File: config.mk
export PLATFORM = sky130hd
export DESIGN_NAME = uart_rx_frame_checksum_flat
export DESIGN_NICKNAME = d
export VERILOG_FILES = /design/src/rtl/uart_rx_frame_checksum_if.sv /design/src/rtl/uart_rx_frame_checksum.sv /design/src/flat_wrapper.sv
export SDC_FILE = /design/constraint.sdc
export NUM_CORES = 1
export LEC_CHECK = 0
export ABC_AREA = 1
export ABC_CLOCK_PERIOD_IN_PS = 3200
export CORE_UTILIZATION = 45
export DETAILED_ROUTE_END_ITERATION = 7
export GPL_TIMING_DRIVEN = 1
export PLACE_DENSITY = 0.8
export SYNTH_ARGS = -nofsm -noshare
export SYNTH_HDL_FRONTEND = slang
export SYNTH_SLANG_ARGS = --single-unit
File: constraint.sdc
create_clock -name i_clk -period 3.2 [get_ports i_clk]
set_clock_uncertainty 0.2 [all_clocks]
set_input_delay 0.96 -clock i_clk [delete_from_list [all_inputs] [get_ports i_clk]]
set_output_delay 0.96 -clock i_clk [all_outputs]
set_load 0.02 [all_outputs]
File: src/rtl/uart_rx_frame_checksum_if.sv
// Byte-stream handshake between uart_rx, the frame checksum block and uart_tx.
// The slave modport is the checksum block's view. The master modport is the
// view of whoever surrounds it: the uart_rx/uart_tx pair or a testbench.
interface uart_rx_frame_checksum_if #(
    parameter int N_DATA_BITS = 8
) ();
    logic [N_DATA_BITS-1:0] i_rx_data;
    logic                   i_rx_data_valid;
    logic                   i_tx_ready;
    logic [N_DATA_BITS-1:0] o_tx_data;
    logic                   o_tx_valid;

    modport master (
        output i_rx_data,
        output i_rx_data_valid,
        output i_tx_ready,
        input  o_tx_data,
        input  o_tx_valid
    );

    modport slave (
        input  i_rx_data,
        input  i_rx_data_valid,
        input  i_tx_ready,
        output o_tx_data,
        output o_tx_valid
    );
endinterface

File: src/rtl/uart_rx_frame_checksum.sv
// Frame checksum between uart_rx and uart_tx (uart_clk domain).
// Sums FRAME_LEN received bytes modulo 2^N_DATA_BITS. It then offers the sum
// to uart_tx over valid/ready. A partial frame is dropped when the gap between
// two bytes gets too long. A byte that arrives during the handoff is dropped,
// and that drop is flagged in a sticky overrun bit.
module uart_rx_frame_checksum #(
    parameter int N_DATA_BITS    = 8,
    parameter int FRAME_LEN      = 16,
    parameter int TIMEOUT_CYCLES = 1000000,
    localparam int CW            = $clog2(FRAME_LEN + 1)
) (
    input  logic                   i_clk,
    input  logic                   i_reset,
    uart_rx_frame_checksum_if.slave bus,
    output logic [N_DATA_BITS-1:0] o_display_data,
    output logic [CW-1:0]          o_byte_count,
    output logic                   o_frame_done,
    output logic                   o_timeout,
    output logic                   o_overrun
);
    localparam int IW = $clog2(TIMEOUT_CYCLES);
    localparam logic [IW-1:0] IDLE_LAST = IW'(TIMEOUT_CYCLES - 1);
    localparam logic [CW-1:0] COUNT_LAST = CW'(FRAME_LEN);

    typedef enum logic [1:0] {
        S_IDLE  = 2'd0,
        S_ACCUM = 2'd1,
        S_SEND  = 2'd2
    } state_t;

    state_t                 state_q;
    logic [N_DATA_BITS-1:0] sum_q;
    logic [CW-1:0]          count_q;
    logic [IW-1:0]          idle_q;
    logic                   tx_valid_q;
    logic                   frame_done_q;
    logic                   timeout_q;
    logic                   overrun_q;

    // Next-value helpers for the ACCUM update. The carry out of the sum is
    // discarded on purpose.
    logic [N_DATA_BITS-1:0] sum_d;
    logic [CW-1:0]          count_d;
    logic [IW-1:0]          idle_d;

    assign sum_d   = sum_q + bus.i_rx_data;
    assign count_d = count_q + CW'(1);
    assign idle_d  = idle_q + IW'(1);

    // Frame FSM. It holds the sum, count, idle counter and all registered
    // outputs.
    always_ff @(posedge i_clk or posedge i_reset) begin
        if (i_reset) begin
            state_q      <= S_IDLE;
            sum_q        <= '0;
            count_q      <= '0;
            idle_q       <= '0;
            tx_valid_q   <= 1'b0;
            frame_done_q <= 1'b0;
            timeout_q    <= 1'b0;
            overrun_q    <= 1'b0;
        end else begin
            frame_done_q <= 1'b0;
            timeout_q    <= 1'b0;
            case (state_q)
                S_IDLE: begin
                    idle_q <= '0;
                    if (bus.i_rx_data_valid) begin
                        // The first byte replaces whatever checksum was on display.
                        sum_q   <= bus.i_rx_data;
                        count_q <= CW'(1);
                        if (FRAME_LEN == 1) begin
                            state_q    <= S_SEND;
                            tx_valid_q <= 1'b1;
                        end else begin
                            state_q <= S_ACCUM;
                        end
                    end else begin
                        state_q <= S_IDLE;
                    end
                end
                S_ACCUM: begin
                    if (bus.i_rx_data_valid) begin
                        // A byte in the terminal idle cycle wins over the timeout.
                        sum_q   <= sum_d;
                        count_q <= count_d;
                        idle_q  <= '0;
                        if (count_d == COUNT_LAST) begin
                            state_q    <= S_SEND;
                            tx_valid_q <= 1'b1;
                        end else begin
                            state_q <= S_ACCUM;
                        end
                    end else if (idle_q == IDLE_LAST) begin
                        state_q   <= S_IDLE;
                        sum_q     <= '0;
                        count_q   <= '0;
                        idle_q    <= '0;
                        timeout_q <= 1'b1;
                    end else begin
                        idle_q <= idle_d;
                    end
                end
                S_SEND: begin
                    idle_q <= '0;
                    // The sum and count stay frozen, so any byte here is lost.
                    if (bus.i_rx_data_valid) begin
                        overrun_q <= 1'b1;
                    end else begin
                        overrun_q <= overrun_q;
                    end
                    if (tx_valid_q && bus.i_tx_ready) begin
                        // Keep sum_q so the display still shows the checksum.
                        state_q      <= S_IDLE;
                        tx_valid_q   <= 1'b0;
                        frame_done_q <= 1'b1;
                        count_q      <= '0;
                    end else begin
                        state_q <= S_SEND;
                    end
                end
                default: begin
                    state_q    <= S_IDLE;
                    tx_valid_q <= 1'b0;
                    count_q    <= '0;
                    idle_q     <= '0;
                end
            endcase
        end
    end

    assign bus.o_tx_data   = sum_q;
    assign bus.o_tx_valid  = tx_valid_q;
    assign o_display_data  = sum_q;
    assign o_byte_count    = count_q;
    assign o_frame_done    = frame_done_q;
    assign o_timeout       = timeout_q;
    assign o_overrun       = overrun_q;
endmodule
File: src/flat_wrapper.sv
// flat-port wrapper written by rule: the top's interface ports become plain ports
module uart_rx_frame_checksum_flat 
#(
    parameter int N_DATA_BITS    = 8,
    parameter int FRAME_LEN      = 16,
    parameter int TIMEOUT_CYCLES = 1000000,
    localparam int CW            = $clog2(FRAME_LEN + 1)
)
  (i_clk, i_reset, o_display_data, o_byte_count, o_frame_done, o_timeout, o_overrun, bus_i_rx_data, bus_i_rx_data_valid, bus_i_tx_ready, bus_o_tx_data, bus_o_tx_valid);
  uart_rx_frame_checksum_if #(.N_DATA_BITS(N_DATA_BITS)) bus_i ();
  input  logic i_clk;
  input  logic i_reset;
  output logic [N_DATA_BITS-1:0] o_display_data;
  output logic [CW-1:0] o_byte_count;
  output logic o_frame_done;
  output logic o_timeout;
  output logic o_overrun;
  input wire logic [$bits(bus_i.i_rx_data)-1:0] bus_i_rx_data;
  input wire logic [$bits(bus_i.i_rx_data_valid)-1:0] bus_i_rx_data_valid;
  input wire logic [$bits(bus_i.i_tx_ready)-1:0] bus_i_tx_ready;
  output wire logic [$bits(bus_i.o_tx_data)-1:0] bus_o_tx_data;
  output wire logic [$bits(bus_i.o_tx_valid)-1:0] bus_o_tx_valid;
  assign bus_i.i_rx_data = bus_i_rx_data;
  assign bus_i.i_rx_data_valid = bus_i_rx_data_valid;
  assign bus_i.i_tx_ready = bus_i_tx_ready;
  assign bus_o_tx_data = bus_i.o_tx_data;
  assign bus_o_tx_valid = bus_i.o_tx_valid;
  uart_rx_frame_checksum #(.N_DATA_BITS(N_DATA_BITS), .FRAME_LEN(FRAME_LEN), .TIMEOUT_CYCLES(TIMEOUT_CYCLES)) u_core (.i_clk(i_clk), .i_reset(i_reset), .bus(bus_i), .o_display_data(o_display_data), .o_byte_count(o_byte_count), .o_frame_done(o_frame_done), .o_timeout(o_timeout), .o_overrun(o_overrun));
endmodule
==> impl_metrics.env, run 1 <==
export IMPL_clk_pin_slew_ps=80
export IMPL_required_ps=3180
export IMPL_dieArea_um2=5680
export IMPL_max_cap_violations=0
export IMPL_grt_pass1_vias=1971
export IMPL_timing_final_ws_setup_ps=494
export IMPL_arrival_ps=2690
export IMPL_synthCells=324
export IMPL_hold_viol_final=0
export IMPL_rsz0062_at_grt="no"
export IMPL_timing_hold_ws_ps=265
export IMPL_ys_flop_type="dfrtp_1"
export IMPL_die_h_um=75.4
export IMPL_rr_worst_depth=9
export IMPL_p_int_uw=931
export IMPL_wl_per_cell_um=11.7
export IMPL_initial_core_util=0.472
export IMPL_timing_final_crit_period_ps=2710
export IMPL_reg2reg_to="u_core.bus.o_tx_data[4]"
export IMPL_cts_resized_gates=0
export IMPL_place_congestion=0.829
export IMPL_p_seq_frac=0.416
export IMPL_cts_hold_buf=0
export IMPL_synth_top_area_share=0.403
export IMPL_grt_pass1_wl_um=8380
export IMPL_yosysSeqAreaShare=0.403
export IMPL_cellPowerDensity_nw_per_um2=459
export IMPL_setup_violations_final=0
export IMPL_wirelength_um=5000
export IMPL_hold_path_startpoint="u_core.idle_q[0]"
export IMPL_drt_initial_drc_count=141
export IMPL_ant_nets=0
export IMPL_synth_cell_type_count=31
export IMPL_grt_max_degree=40
export IMPL_num_rows=26
export IMPL_hp_class="reg2reg"
export IMPL_netlist_top_cells_area="dfrtp_1 40%, nand2_1 15%, inv_1 6.2%, nor2_1 5.9%, nand3_1 5.4%"
export IMPL_diodes=0
export IMPL_syn2layout_area_growth_pct=20.5
export IMPL_clockRootBuffer="clkbuf_8"
export IMPL_drcViolationCount=0
export IMPL_numPortBuffers=36
export IMPL_finalMaxSlewViolations=0
export IMPL_cts_buffers=5
export IMPL_netlist_area_um2=2420
export IMPL_layout_nets=380
export IMPL_worstPathMaxFanout=3
export IMPL_min_to="u_core.idle_q[0]"
export IMPL_yosysMostFrequentCell="nand2_1"
export IMPL_ctsLongestPathBuffers=2
export IMPL_synth_seq_cells=39
export IMPL_drive_gt1_frac=0.0780
export IMPL_setup_worst_path_start_class="input pin"
export IMPL_h_tree_depth=2
export IMPL_yosysTopAreaCell="dfrtp_1"
export IMPL_relSlewSlack=0.675
export IMPL_synth_edff_count=0
export IMPL_p_sw_frac=0.305
export IMPL_timing_rr_start="u_core.bus.o_tx_data[0]"
export IMPL_grt_usage=0.195
export IMPL_async_reset_ff_frac=1.00
export IMPL_vdd_ir_drop_max_uv=323
export IMPL_hpwl_um=3660
export IMPL_drt_first_pass_iters=5
export IMPL_placed_area_um2=2800
export IMPL_cp_startpoint="bus_i_rx_data[0]"
export IMPL_cts_tree="yes"
export IMPL_dp_slack_ps=194
export IMPL_tns_ps=0
export IMPL_final_design_area_no_fill_um2=2920
export IMPL_tightest_slew_ps=488
export IMPL_combPwrFrac=0.266
export IMPL_power_leakage_nw=1.43
export IMPL_pwr_share_clk=0.319
export IMPL_numClockSinks=39
export IMPL_max_freq_mhz=369
export IMPL_place_inst=421
export IMPL_status="completed"
export IMPL_post_cts_buffers=0
export IMPL_min_period_over_period=0.846
export IMPL_switchingPower_uw=410
export IMPL_vias=2137
export IMPL_syn_num_nets=346
export IMPL_synthTopCellsByCount="99 x nand2_1, 40 x inv_1, 39 x dfrtp_1"
export IMPL_ioPinCount=37
export IMPL_r2r_setup_slack_ps=1170
export IMPL_crit_type="in2reg"
export IMPL_instances_no_fill=429
export IMPL_core_area_um2=5140
export IMPL_grt_overflow=0
export IMPL_antenna_found_initial=0
export IMPL_crit_path_end_kind="flip-flop"
export IMPL_worstSkewPairLatency_ps=290
export IMPL_whs_path_depth=1
export IMPL_yosys_warnings=0
export IMPL_viasPerCell=4.98
export IMPL_die_x_um=75.4
export IMPL_synth_area_per_cell_um2=7.48
==> how the worst max path moves through the flow <==
stage | to | cells after the start
final | u_core.bus.o_tx_data[4] | 10
after global routing | u_core.bus.o_tx_data[4] | 10
after CTS | u_core.bus.o_tx_data[4] | 10
after detailed placement | u_core.bus.o_tx_data[4] | 10
after global placement | u_core.bus.o_tx_data[4] | 10
after floorplan | u_core.bus.o_tx_data[4] | 9
==> cell usage in the layout, fill, tap and decap left out, types with 2 or more instances in the layout <==
| cell | count |
|---|---|
| a21oi_1 | 10 |
| a22o_1 | 2 |
| clkbuf_8 | 6 |
| clkdlybuf4s50_1 | 36 |
| dfrtp_1 | 39 |
| ha_1 | 9 |
| inv_1 | 40 |
| inv_2 | 2 |
| nand2_1 | 99 |
| nand3_1 | 26 |
| nand3_2 | 4 |
| nand4_1 | 2 |
| nor2_1 | 38 |
| nor2_2 | 6 |
| nor3_1 | 5 |
| o21a_1 | 2 |
| o21ai_0 | 9 |
| xnor2_1 | 4 |
| xor2_1 | 6 |
==> critical path, cell delays in order <==
cell,delay [ps]
clkdlybuf4s50_1,430
ha_1,220
fa_1,430
nand2_1,100
nand2_1,60
or2_2,270
nand3_1,70
nand2_1,50
nand2_1,60
nand2_1,50
==> logic make-up (layout without fill, tap and decap cells) <==
family	Yosys count	after routing	synth area share
buf+inv	52	87	0.0965
xor+xnor	10	10	0.0361
compound gates	26	26	0.0656
flops	39	39	0.403
simple gates	187	187	0.344
fa+ha+maj	10	10	0.0547
==> stage by stage <==
step                      power (mW)  utilization
after floorplan                0.803            -
after CTS                       1.35        0.568
after global routing            1.41        0.568
final                           1.34        0.568
after global placement         0.912        0.545
after detailed placement       0.922        0.545
==> registers in the layout (all words and copies together), names as in the netlist <==
signal,count
u_core.bus.o_tx_data,8
u_core.o_overrun,1
u_core.o_frame_done,1
u_core.idle_q,20
u_core.o_byte_count,5
u_core.bus.o_tx_valid,1
u_core.o_timeout,1
u_core.state_q,2
==> per-layer routing <==
metal  global-route usage  wire [µm]  vias up  part of all wire
li1                     -          -     1079                 -
met1                0.242       2260      991              0.45
met2                0.329       2430       55              0.49
met3               0.0423        214       12             0.043
met4               0.0823         99        0             0.020
met5                    0          0        -                 0
==> layout make-up <==
type                    instances  area, µm²
repair buffers                 37        368
fillers                       491       2220
multi-input cells             233       1210
clock inverters                 2       35.0
clock buffers                   6       82.6
flip-flops and latches         39        976
inverters                      42        158
well taps                      70       87.6
==> power by group through the flow <==
stage | registers (mW) | clock network (mW) | logic [mW]
after floorplan | 0.594 | 0 | 0.210
after global placement | 0.565 | 0 | 0.347
after detailed placement | 0.568 | 0 | 0.354
after CTS | 0.558 | 0.436 | 0.358
after global routing | 0.563 | 0.451 | 0.399
final | 0.557 | 0.428 | 0.356
Note: power is estimated with default switching activity, not from simulation.
==> run 2, diff against run 1 <==
ABC_CLOCK_PERIOD_IN_PS = 2240   (was 3200)
PLACE_DENSITY = 0.83   (was 0.8)
clock period = 2.24 ns   (was 3.2 ns; I/O delays follow)
==> run 2 against run 1 <==
Wire length grew 8.2%; via count grew 4.4%; core utilization grew 3.5 points; global-route usage grew 0.16 points; largest power group unchanged.
==> impl_metrics.env, run 2 (synthesis results as in run 1) <==
export IMPL_antenna_found_initial=0
export IMPL_hp_class="reg2reg"
export IMPL_hpwl_um=3830
export IMPL_crit_buf_inv=1
export IMPL_timing_final_crit_period_ps=2190
export IMPL_whs_path_depth=1
export IMPL_ctsLongestPathBuffers=2
export IMPL_drt_initial_drc_count=138
export IMPL_grt_pass1_vias=1979
export IMPL_rr_worst_depth=10
export IMPL_relSlewSlack=0.676
export IMPL_hold_viol_final=0
export IMPL_max_cap_violations=0
export IMPL_dieArea_um2=5680
export IMPL_cellPowerDensity_nw_per_um2=612
export IMPL_arrival_ps=1320
export IMPL_worstSkewPairLatency_ps=290
export IMPL_status="completed"
export IMPL_largest_reg_flops=20
export IMPL_tightest_slew_ps=485
export IMPL_core_area_um2=5140
export IMPL_timing_rr_start="u_core.bus.o_tx_data[0]"
export IMPL_grt_use_met2=0.336
export IMPL_finalMaxSlewViolations=0
export IMPL_slowest_delay_ps=630
export IMPL_syn2layout_area_growth_pct=28.0
export IMPL_numClockSinks=39
export IMPL_final_common_cell="nand2_1"
export IMPL_grt_overflow=0
export IMPL_path_delay_family="buffers and inverters"
export IMPL_max_freq_mhz=456
export IMPL_grt_met1_usage=0.249
export IMPL_layout_nets=394
export IMPL_final_cell_mix="98 x nand2_1, 40 x inv_1, 39 x dfrtp_1"
export IMPL_drive_gt1_frac=0.131
export IMPL_r2r_setup_slack_ps=320
export IMPL_finish_utilization=0.603
export IMPL_dp_slack_ps=-395
export IMPL_min_to="u_core.o_overrun"
export IMPL_vias=2232
export IMPL_wl_per_cell_um=12.2
export IMPL_setup_worst_path_start_class="flip-flop"
export IMPL_post_cts_buffers=0
export IMPL_diodes=0
export IMPL_crit_path_end_kind="output pin"
export IMPL_grt_usage=0.197
export IMPL_ant_nets=0
export IMPL_grt_busiest_layer="met2"
export IMPL_setup_violations_final=0
export IMPL_die_x_um=75.4
export IMPL_drcViolationCount=0
export IMPL_min_period_over_period=0.978
export IMPL_cts_tree="yes"
export IMPL_grt_pass1_wl_um=8430
export IMPL_clk_pin_slew_ps=70
export IMPL_grt_max_degree=40
export IMPL_wirelength_um=5410
export IMPL_vdd_ir_drop_max_uv=455
export IMPL_place_congestion=0.828
export IMPL_required_ps=1370
export IMPL_num_rows=26
export IMPL_crit_type="reg2out"
export IMPL_cp_slowest_cell="clkdlybuf4s50_1"
export IMPL_die_h_um=75.4
export IMPL_timing_final_ws_setup_ps=48.7
export IMPL_reg2reg_to="u_core.bus.o_tx_data[6]"
export IMPL_viasPerCell=5.04
export IMPL_power_leakage_nw=1.67
export IMPL_path_cells="clkdlybuf4s50_1"
export IMPL_top_register="u_core.idle_q"
export IMPL_rsz0062_at_grt="no"
export IMPL_clockRootBuffer="clkbuf_8"
export IMPL_cts_buffers=5
export IMPL_drt_first_pass_iters=4
export IMPL_use_met3=0.0344
export IMPL_ioPinCount=37
export IMPL_initial_core_util=0.472
export IMPL_numPortBuffers=36
export IMPL_worstPathMaxFanout=5
export IMPL_h_tree_depth=2
export IMPL_hold_path_startpoint="u_core.o_overrun"
run 2: cell count changes in the layout (fill, tap and decap cells not counted), moves of 2 or more:
| cell | before | now |
|---|---|---|
| clkdlybuf4s50_1 | 36 | 20 |
| dlymetal6s2s_1 | 0 | 13 |
| ha_4 | 0 | 3 |
| buf_4 | 1 | 14 |
| dlygate4sd2_1 | 0 | 3 |
| ha_1 | 9 | 5 |
| a21oi_2 | 0 | 2 |
| a21oi_1 | 10 | 8 |
run 2: power breakdown:
group / leakage (nW) / internal, mW / total, mW / switching (mW)
clock network: 0.0515 / 0.281 / 0.523 / 0.241
logic: 1.09 / 0.270 / 0.578 / 0.308
registers: 0.527 / 0.745 / 0.799 / 0.0539
total: 1.67 / 1.30 / 1.90 / 0.604
run 2: through the flow:
step                area (µm²)  hold slack, ps  std cells  TNS [ps]  total power, mW
floorplan                 2420             230        324         0             1.15
detailed placement        2920             246        435     -1790             1.36
global route              3100             281        443         0             2.00
global placement          2920             244        435     -1710             1.35
finish                    3100             262        443         0             1.90
CTS                       3020             268        443         0             1.88
run 2: worst max path at each step:
stage | from | end | slack (ps) | cells past startpoint
2_1_floorplan | bus_i_rx_data[0] | u_core.bus.o_tx_data[4] | 70 | 9
3_3_place_gp | bus_i_rx_data[0] | u_core.bus.o_tx_data[4] | -390 | 10
3_5_place_dp | bus_i_rx_data[0] | u_core.bus.o_tx_data[4] | -400 | 10
4_1_cts | u_core.bus.o_tx_data[4] | o_display_data[4] | 6 | 1
5_1_grt | bus_i_rx_data[5] | u_core.bus.o_tx_data[6] | 6 | 11
6_report | u_core.o_byte_count[0] | o_byte_count[0] | 50 | 1
run 2: final cells by class:
| cell class | count | area, µm² |
|---|---|---|
| clock buffers | 8 | 100 |
| fillers | 451 | 2040 |
| inverters | 42 | 158 |
| multi-input cells | 233 | 1270 |
| flip-flops and latches | 39 | 976 |
| well taps | 70 | 87.6 |
| repair buffers | 51 | 514 |
run 2: worst reg2reg max path: cells and delay by family, from the launching register on:
family / cells / cell delay (ps)
and+or+nand+nor: 7 / 580
adders and majority gates: 2 / 540
DFF: 1 / 410
buffers and inverters: 1 / 150
run 2: repair_timing:
action | CTS | global route
pin swaps | 1 | 1
endpoints found under the setup margin | 4 | 13
resized for setup | 5 | 19
hold buffers | 0 | 0
cloned | 0 | 0
run 2: metal layers:
metal | part of all wire | wire [µm]
met5 | 0 | 0
met2 | 0.50 | 2710
met4 | 0.016 | 87
met3 | 0.049 | 267
met1 | 0.43 | 2350
==> run 3, diff against run 2 <==
ABC_CLOCK_PERIOD_IN_PS = 2480   (was 2240)
CORE_ASPECT_RATIO = 0.7   (was not set)
PLACE_DENSITY = 0.8   (was 0.83)
clock period = 2.48 ns   (was 2.24 ns; I/O delays follow)
==> run 3 against run 2 <==
Power down 13%; worst hold slack worse by 2.4 ps; die area about the same; largest cell class unchanged; highest routed layer unchanged; clock power down 15%; non-clock buffer count down 5; sequential cell count unchanged.
==> impl_metrics.env, run 3 (synthesis results as in run 1) <==
export IMPL_ioPinCount=37
export IMPL_hold_viol_final=0
export IMPL_relSlewSlack=0.665
export IMPL_timing_final_ws_setup_ps=135
export IMPL_syn2layout_area_growth_pct=22.3
export IMPL_ant_nets=0
export IMPL_placed_area_um2=2870
export IMPL_drt_initial_drc_count=140
export IMPL_grt_usage=0.214
export IMPL_post_cts_buffers=0
export IMPL_clockRootBuffer="clkbuf_8"
export IMPL_power_leakage_nw=1.46
export IMPL_timing_final_crit_period_ps=2340
export IMPL_multi_input_area_um2=1220
export IMPL_crit_path_end_kind="output pin"
export IMPL_final_cell_mix="98 x nand2_1, 40 x inv_1, 39 x dfrtp_1"
export IMPL_cts_buffers=5
export IMPL_wl_met3_um=375
export IMPL_path_delay_family="buffers and inverters"
export IMPL_cts_tree="yes"
export IMPL_wl_per_cell_um=12.5
export IMPL_hold_path_startpoint="u_core.o_overrun"
export IMPL_setup_worst_path_start_class="flip-flop"
export IMPL_numPortBuffers=36
export IMPL_initial_core_util=0.488
export IMPL_drive_gt1_frac=0.106
export IMPL_finish_utilization=0.597
export IMPL_reg2reg_to="u_core.idle_q[8]"
export IMPL_slowest_delay_ps=640
export IMPL_min_to="u_core.o_overrun"
export IMPL_crit_buf_inv=1
export IMPL_nFillCells=436
export IMPL_h_tree_depth=2
export IMPL_place_congestion=0.865
export IMPL_required_ps=1540
export IMPL_grt_max_degree=40
export IMPL_top_layer="met4"
export IMPL_hpwl_um=4080
export IMPL_r2r_setup_slack_ps=560
export IMPL_dp_slack_ps=-230
export IMPL_drt_first_pass_iters=5
export IMPL_rr_worst_depth=8
export IMPL_vias=2134
export IMPL_ff_latch_area_um2=976
export IMPL_top_register="u_core.idle_q"
export IMPL_diodes=0
export IMPL_crit_type="reg2out"
export IMPL_worstSkewPairLatency_ps=300
export IMPL_final_design_area_no_fill_um2=2960
export IMPL_instances_no_fill=436
export IMPL_grt_overflow=0
export IMPL_worstPathMaxFanout=5
export IMPL_rsz0062_at_grt="no"
export IMPL_grt_pass1_vias=1953
export IMPL_place_inst=429
export IMPL_layout_nets=389
export IMPL_status="completed"
export IMPL_largest_reg_flops=20
export IMPL_setup_violations_final=0
export IMPL_vdd_ir_drop_max_uv=207
export IMPL_route_met2_wl_um=2230
export IMPL_cts_hold_buf=0
export IMPL_arrival_ps=1400
export IMPL_num_rows=21
export IMPL_whs_path_depth=1
export IMPL_cp_slowest_cell="clkdlybuf4s50_1"
export IMPL_path_cells="clkdlybuf4s50_1"
export IMPL_die_h_um=63.4
export IMPL_final_common_cell="nand2_1"
export IMPL_die_x_um=89.7
export IMPL_clk_pin_slew_ps=70
export IMPL_met1Wirelength_um=2790
export IMPL_timing_rr_start="u_core.state_q[0]"
export IMPL_numClockSinks=39
export IMPL_max_cap_violations=0
export IMPL_cellPowerDensity_nw_per_um2=561
export IMPL_finalMaxSlewViolations=0
export IMPL_hp_class="reg2reg"
export IMPL_dieArea_um2=5690
export IMPL_core_area_um2=4970
export IMPL_tightest_slew_ps=502
export IMPL_max_freq_mhz=426
export IMPL_wirelength_um=5450
export IMPL_cts_resized_gates=0
export IMPL_viasPerCell=4.89
export IMPL_timing_hold_ws_ps=260
export IMPL_ctsLongestPathBuffers=2
export IMPL_grt_pass1_wl_um=9430
export IMPL_antenna_found_initial=0
export IMPL_min_period_over_period=0.945
export IMPL_drcViolationCount=0
==> run 3: cell types whose count changed in the layout (fill, tap and decap cells not counted), sizes merged <==
cell           previous run  this run
buf                      15        10
clkbuf                    8         6
clkdlybuf4s50            20        36
dlymetal6s2s             13         0
clkinv                    0         1
dlygate4sd2               3         0
==> run 3: worst max-delay path by stage <==
stage                                       from                      end  slack (ps)  cells past startpoint
after floorplan                 bus_i_rx_data[0]  u_core.bus.o_tx_data[4]         240                      9
after global placement          bus_i_rx_data[0]  u_core.bus.o_tx_data[4]        -210                     10
after detailed placement        bus_i_rx_data[0]  u_core.bus.o_tx_data[4]        -230                     10
after CTS                       bus_i_rx_data[0]  u_core.bus.o_tx_data[4]          90                     10
after global routing            bus_i_rx_data[0]  u_core.bus.o_tx_data[4]          40                     10
final                     u_core.o_byte_count[0]          o_byte_count[0]         140                      1
==> run 3: stage by stage <==
stage | power [mW] | TNS (ps)
floorplan | 1.04 | 0
global placement | 1.21 | -564
detailed placement | 1.23 | -896
CTS | 1.67 | 0
global route | 1.76 | 0
finish | 1.66 | 0
==> run 3: final cells by class <==
type                            count  share of cell area
Sequential cell                    39               0.329
Clock buffer                        6              0.0279
Timing Repair Buffer               46               0.147
Clock inverter                      1             0.00169
Multi-Input combinational cell    233               0.412
Tap cell                           69              0.0291
Inverter                           42              0.0532
==> run 3: routing by layer <==
metal | up-vias | GRT usage
li1 | 1095 | -
met1 | 956 | 0.310
met2 | 77 | 0.317
met3 | 6 | 0.0556
met4 | 0 | 0.0553
met5 | - | 0
==> run 3: power by group <==
group          leakage, nW  switching (mW)  internal [mW]
combinational        0.882           0.267          0.228
clock               0.0470           0.224          0.218
sequential           0.527          0.0507          0.673
total                 1.46           0.542           1.12
